$ cat src/rtl/frank_seq_pkg.sv
// frank_seq_pkg: shared encodings for the FRANK6000 program sequencer
package frank_seq_pkg;
  typedef enum logic [2:0] {
    S_IDLE  = 3'd0,
    S_RUN   = 3'd1,
    S_HALT  = 3'd2,
    S_STEP  = 3'd3,
    S_FAULT = 3'd4
  } state_t;
  localparam logic [1:0] J_INC  = 2'd0;
  localparam logic [1:0] J_JUMP = 2'd1;
  localparam logic [1:0] J_RTRN = 2'd2;
  localparam logic [1:0] F_NONE = 2'd0;
  localparam logic [1:0] F_OVF  = 2'd1;
  localparam logic [1:0] F_UNF  = 2'd2;
  localparam logic [1:0] F_ILL  = 2'd3;
  function automatic logic [1:0] fault_code(input logic ill, input logic ovf, input logic unf);
    return ill ? F_ILL : ovf ? F_OVF : unf ? F_UNF : F_NONE;
  endfunction
endpackage

$ cat src/rtl/frank_call_stack.sv
// frank_call_stack: LIFO of return addresses with occupancy and full/empty flags
module frank_call_stack #(
  parameter int DEPTH = 16,
  parameter int WIDTH = 8,
  parameter int SP_W  = $clog2(DEPTH + 1)
) (
  input  logic             i_clk,
  input  logic             i_rst,
  input  logic             i_clear,
  input  logic             i_push,
  input  logic             i_pop,
  input  logic [WIDTH-1:0] i_din,
  output logic [WIDTH-1:0] o_top,
  output logic [SP_W-1:0]  o_sp,
  output logic             o_full,
  output logic             o_empty
);
  localparam int AW = $clog2(DEPTH);
  logic [WIDTH-1:0] r_mem [2**AW];
  logic [SP_W-1:0]  r_sp;
  logic [AW-1:0]    w_top_idx;
  assign o_sp      = r_sp;
  assign o_full    = r_sp == SP_W'(DEPTH);
  assign o_empty   = r_sp == '0;
  assign w_top_idx = AW'(r_sp - SP_W'(1));
  assign o_top     = o_empty ? '0 : r_mem[w_top_idx];
  always_ff @(posedge i_clk or posedge i_rst)
    if (i_rst) r_sp <= '0;
    else if (i_clear) r_sp <= '0;
    else if (i_push && !o_full) r_sp <= r_sp + SP_W'(1);
    else if (i_pop && !o_empty) r_sp <= r_sp - SP_W'(1);
  always_ff @(posedge i_clk)
    if (i_push && !o_full) r_mem[AW'(r_sp)] <= i_din;
endmodule

$ cat src/rtl/frank_sequencer.sv
// frank_sequencer: PC, next-PC mux, call stack, instruction memory and run-control FSM
module frank_sequencer
  import frank_seq_pkg::*;
#(
  parameter int PC_W        = 8,
  parameter int INSTR_W     = 16,
  parameter int STACK_DEPTH = 16,
  parameter int SP_W        = $clog2(STACK_DEPTH + 1)
) (
  input  logic               i_clk,
  input  logic               i_rst,
  input  logic               i_load_valid,
  input  logic [INSTR_W-1:0] i_load_instr,
  output logic               o_load_ready,
  input  logic               i_start,
  input  logic               i_halt_req,
  input  logic               i_step,
  input  logic               i_clear,
  input  logic               i_PCw,
  input  logic [1:0]         i_j_mode,
  input  logic               i_jump_flag,
  input  logic               i_call,
  input  logic               i_rtrn,
  output logic [PC_W-1:0]    o_PC,
  output logic [INSTR_W-1:0] o_instr,
  output logic               o_exec_en,
  output logic [2:0]         o_state,
  output logic [SP_W-1:0]    o_sp,
  output logic [1:0]         o_fault
);
  state_t             r_state, w_next;
  logic [PC_W-1:0]    r_pc, r_load_addr, w_pc_inc, w_pc_next, w_top;
  logic [INSTR_W-1:0] r_mem [2**PC_W];
  logic [1:0]         r_fault;
  logic w_ill, w_ovf, w_unf, w_err, w_full, w_empty, w_start, w_clear, w_load;
  assign o_PC     = r_pc;
  assign o_instr  = r_mem[r_pc];
  assign o_fault  = r_fault;
  assign w_start  = r_state == S_IDLE && i_start;
  assign w_clear  = r_state == S_FAULT && i_clear;
  assign w_load   = o_load_ready && i_load_valid;
  assign w_ill    = o_exec_en && ((i_PCw && i_j_mode == 2'd3) || (i_call && i_rtrn));
  assign w_ovf    = o_exec_en && i_call && w_full;
  assign w_unf    = o_exec_en && i_rtrn && w_empty;
  assign w_err    = w_ill || w_ovf || w_unf;
  assign w_pc_inc = r_pc + PC_W'(1);
  assign w_pc_next = i_j_mode == J_RTRN ? w_top :
                     (i_j_mode == J_INC || !i_jump_flag) ? w_pc_inc : o_instr[PC_W-1:0];
  frank_call_stack #(.DEPTH(STACK_DEPTH), .WIDTH(PC_W), .SP_W(SP_W)) u_stack (
    .i_clk   (i_clk),
    .i_rst   (i_rst),
    .i_clear (w_clear),
    .i_push  (o_exec_en && i_call && !w_err),
    .i_pop   (o_exec_en && i_rtrn && !w_err),
    .i_din   (w_pc_inc),
    .o_top   (w_top),
    .o_sp    (o_sp),
    .o_full  (w_full),
    .o_empty (w_empty)
  );
  always_ff @(posedge i_clk or posedge i_rst)
    if (i_rst) r_state <= S_IDLE;
    else r_state <= w_next;
  // A faulting instruction takes priority over a halt request in the same cycle
  always_comb begin
    w_next = r_state;
    case (r_state)
      S_IDLE:  w_next = i_start ? S_RUN : S_IDLE;
      S_RUN:   w_next = w_err ? S_FAULT : i_halt_req ? S_HALT : S_RUN;
      S_HALT:  w_next = i_start ? S_RUN : i_step ? S_STEP : S_HALT;
      S_STEP:  w_next = w_err ? S_FAULT : S_HALT;
      S_FAULT: w_next = i_clear ? S_IDLE : S_FAULT;
      default: w_next = S_IDLE;
    endcase
  end
  always_comb begin
    o_exec_en    = r_state == S_RUN || r_state == S_STEP;
    o_load_ready = r_state == S_IDLE;
    o_state      = r_state;
  end
  always_ff @(posedge i_clk or posedge i_rst)
    if (i_rst) r_pc <= '0;
    else if (w_start || w_clear) r_pc <= '0;
    else if (o_exec_en && i_PCw && !w_err) r_pc <= w_pc_next;
  always_ff @(posedge i_clk or posedge i_rst)
    if (i_rst) r_fault <= F_NONE;
    else if (w_clear) r_fault <= F_NONE;
    else if (w_err) r_fault <= fault_code(w_ill, w_ovf, w_unf);
  always_ff @(posedge i_clk or posedge i_rst)
    if (i_rst) r_load_addr <= '0;
    else if (w_start || w_clear) r_load_addr <= '0;
    else if (w_load) r_load_addr <= r_load_addr + PC_W'(1);
  always_ff @(posedge i_clk)
    if (w_load) r_mem[r_load_addr] <= i_load_instr;
endmodule

$ cat config.mk
export PLATFORM = sky130hd
export DESIGN_NAME = frank_sequencer
export DESIGN_NICKNAME = d
export VERILOG_FILES = /design/src/rtl/frank_seq_pkg.sv /design/src/rtl/frank_call_stack.sv /design/src/rtl/frank_sequencer.sv
export SDC_FILE = /design/constraint.sdc
export NUM_CORES = 2
export LEC_CHECK = 0
export CAP_MARGIN = 20
export CELL_PAD_IN_SITES_DETAIL_PLACEMENT = 2
export CELL_PAD_IN_SITES_GLOBAL_PLACEMENT = 2
export CORE_MARGIN = 2
export CORE_UTILIZATION = 45
export DETAILED_ROUTE_END_ITERATION = 6
export HOLD_SLACK_MARGIN = 0.08
export PLACE_DENSITY_LB_ADDON = 0.1
export SKIP_CTS_REPAIR_TIMING = 1
export SLEW_MARGIN = 10
export SYNTH_ARGS = -nofsm -noshare
export SYNTH_HDL_FRONTEND = slang
export SYNTH_MEMORY_MAX_BITS = 65536
export SYNTH_SLANG_ARGS = --single-unit
$ cat constraint.sdc
create_clock -name i_clk -period 5.3 [get_ports i_clk]
set_clock_uncertainty 0.1 [all_clocks]
set_input_delay 1.06 -clock i_clk [delete_from_list [all_inputs] [get_ports i_clk]]
set_output_delay 1.06 -clock i_clk [all_outputs]
set_load 0.005 [all_outputs]
==> results.py <==
metrics = {
    "sta": {
        "hold_viol": 0,
        "fin_crit_sh_pct": 116,
        "period_needed_ns": 6.16,
        "slew_headroom_pct": 1.37,
        "setup_tns_ns": -11.23,
        "clock.fmax_mhz": 162,
        "setup_ws_ns": -0.860,
        "worst_slew_pin_slew_ns": 1.48,
        "maxSlewViolCount": 0,
        "setup_viol": 16,
        "rsz0062_at_grt": "true",
    },
    "clock_tree": {
        "numCtsBuffers": 446,
        "cts_root_buffer": "clkbuf_16",
        "cts_tree": "done",
        "cts.path.max_buffers": 4,
        "clock-sinks": 4250,
        "htreeDepth": 5,
        "cts.clk_slew.worst_paths_ns": 0.07,
        "insertion_delay_ns": 1.01,
    },
    "floorplan": {
        "die_h_um": 607,
        "io_pins": 65,
        "die_x_um": 607,
        "rows": 221,
        "core_area_um2": 362000,
        "initial_utilization_pct": 45.2,
        "die_area_um2": 369000,
    },
    "worst_setup_path": {
        "crit_top_cell": "buf_4",
        "crit_path_cell_trace": "buf_12, buf_16, buf_4, mux4_2, mux4_2, a22oi_1, buf_4, a21oi_4, or4_1, buf_4, clkdlybuf4s50_1",
        "critPathLaunchType": "flip-flop",
        "worstSetupEndpointType": "output port",
        "path_buf_inv": 6,
        "critical-path-top-delay-family": "buffers and inverters",
        "critical_path_class": "reg -> out",
        "path_max_fanout": 11,
        "critPathRequiredTime_ns": 4.14,
        "crit_arrival_ns": 5.00,
        "crit_slowest_cell": "or4_1",
        "slowest_delay_ns": 0.60,
    },
    "placed_design": {
        "port_buffers": 64,
        "place_ws_ns": -0.615,
        "place_area_um2": 176000,
        "dp_hpwl_um": 352000,
        "gp_congestion": 0.827,
    },
    "logic_synthesis": {
        "synth_seq_area_share_pct": 77.9,
        "syn_nets": 7219,
        "synth.distinct_cells": 70,
        "synthTopCellsByArea": "edfxtp_1, mux4_2, mux2i_1",
        "syn_inst": 7180,
        "ys.flop_type": "edfxtp_1",
        "synth_common_cells": "edfxtp_1, mux4_2, nor2_1, mux2i_1, clkbuf_1",
        "synth-edff-count": 4224,
        "synthMostInstantiatedCell": "edfxtp_1",
        "ys_ff_latch": 4250,
        "yosysTopAreaCellShare_pct": 77.5,
        "synth_area_um2": 164000,
        "synth_top_cell_by_area": "edfxtp_1",
        "yosysWarnings": 0,
        "async_flop_share_pct": 0.612,
        "syn_area_per_cell_um2": 22.8,
    },
    "global_routing": {
        "antenna_found_initial": 32,
        "grt_pass1_vias": 90500,
        "grt-ovfl-total": 0,
        "grt_usage_pct": 31.3,
        "grt_max_degree": 176,
        "grt_pass1_wl_um": 787000,
    },
    "finish": {
        "drive_gt1_share_pct": 34.8,
        "syn_to_final_growth_pct": 17.4,
        "fill_cells": 30400,
        "final_area_um2": 192000,
        "fin_nets": 8197,
        "utilization_pct": 53.1,
    },
    "route": {
        "first_pass_iters": 6,
        "via_per_inst": 6.48,
        "drc_errors": 0,
        "wirelength_um": 583000,
        "drtIter0Drc": 12300,
        "wl_per_cell_um": 43.7,
        "routed-via-count": 86500,
        "ant_nets": 0,
    },
    "job": {
        "cap_viol_max_count": 0,
    },
    "power_and_ir_drop": {
        "total_power_mw": 94.7,
        "powerDensity_nw_per_um2": 493,
        "peakVddDrop_uv": 346,
        "p_leak_nw": 59.6,
    },
    "min_path": {
        "hold_path_class": "in -> reg",
    },
    "run_status": {
        "outcome": "finished, violations left",
        "violations": "negative setup slack",
    },
}
sequential cells by signal (all words and copies together) (netlist names):
register	count
o_PC	8
o_fault	2
o_state	3
r_load_addr	8
r_mem	4096
u_stack.o_sp	5
u_stack.r_mem	128
per-stage QoR:
| stage | hold slack, ns | std cells |
|---|---|---|
| finish | 0.407 | 13300 |
| global route | 0.380 | 13300 |
| CTS | 0.350 | 13300 |
| detailed placement | 0.415 | 12400 |
| global placement | 0.401 | 12400 |
| floorplan | 0.405 | 7180 |
cell usage in the layout, fill, tap and decap left out, drive strengths merged, types with 81 or more instances in the layout:
cell type,synthesis,routed
edfxtp,4224,4224
mux4,1117,1117
buf,252,887
clkbuf,165,545
nor2,335,335
clkinv,2,237
mux2i,195,195
a22oi,139,139
nand2,136,136
a21oi,81,81
area by class of cell:
| type | count | area (um^2) | share of cell area (%) |
|---|---|---|---|
| tap | 4794 | 6000 | 3.12 |
| multi-input combinational | 2501 | 35300 | 18.4 |
| timing repair buffer | 947 | 9360 | 4.87 |
| clock inverter | 288 | 2360 | 1.23 |
| inverter | 12 | 53.8 | 0.0280 |
| antenna | 24 | 60.1 | 0.0312 |
| clock buffer | 531 | 11600 | 6.03 |
| sequential | 4250 | 128000 | 66.3 |
power breakdown:
group / internal [mW] / switching [mW] / total, mW
registers: 37.2 / 0.211 / 37.4
logic: 10.9 / 15.5 / 26.4
clock network: 17.2 / 13.8 / 31.0
total: 65.3 / 29.5 / 94.7
logic make-up after synthesis:
kind of cell,after synthesis,synth area share [%]
DFF,4250,77.9
muxes,1351,16.8
and+or+nand+nor,659,1.78
AOI/OAI and AO/OA,467,2.03
buffers and inverters,429,1.31
xor gates and xnor gates,14,0.0749
adders and majority gates,10,0.0764
path summary, 6_finish.rpt:
path,startpoint,end,slack (ns),cells past startpoint
max,o_PC[0],o_instr[14],-0.86,11
min,i_load_instr[2],r_mem[251][2],0.41,1
max reg2reg,o_PC[0],o_PC[4],0.55,12
min reg2reg,o_fault[1],o_fault[1],0.43,2
max in group asynchronous,i_rst,o_PC[5],4.20,3
min in group asynchronous,i_rst,o_state[1],0.43,3
metal layers:
metal / global-route usage [%] / vias up / wire length, um
met5: 0 / - / 73
met4: 11.7 / 10 / 23500
met3: 4.78 / 857 / 44800
met2: 52.1 / 4673 / 288000
met1: 42.0 / 48400 / 226000
li1: - / 32600 / -
(Power assumes the default switching activity.)
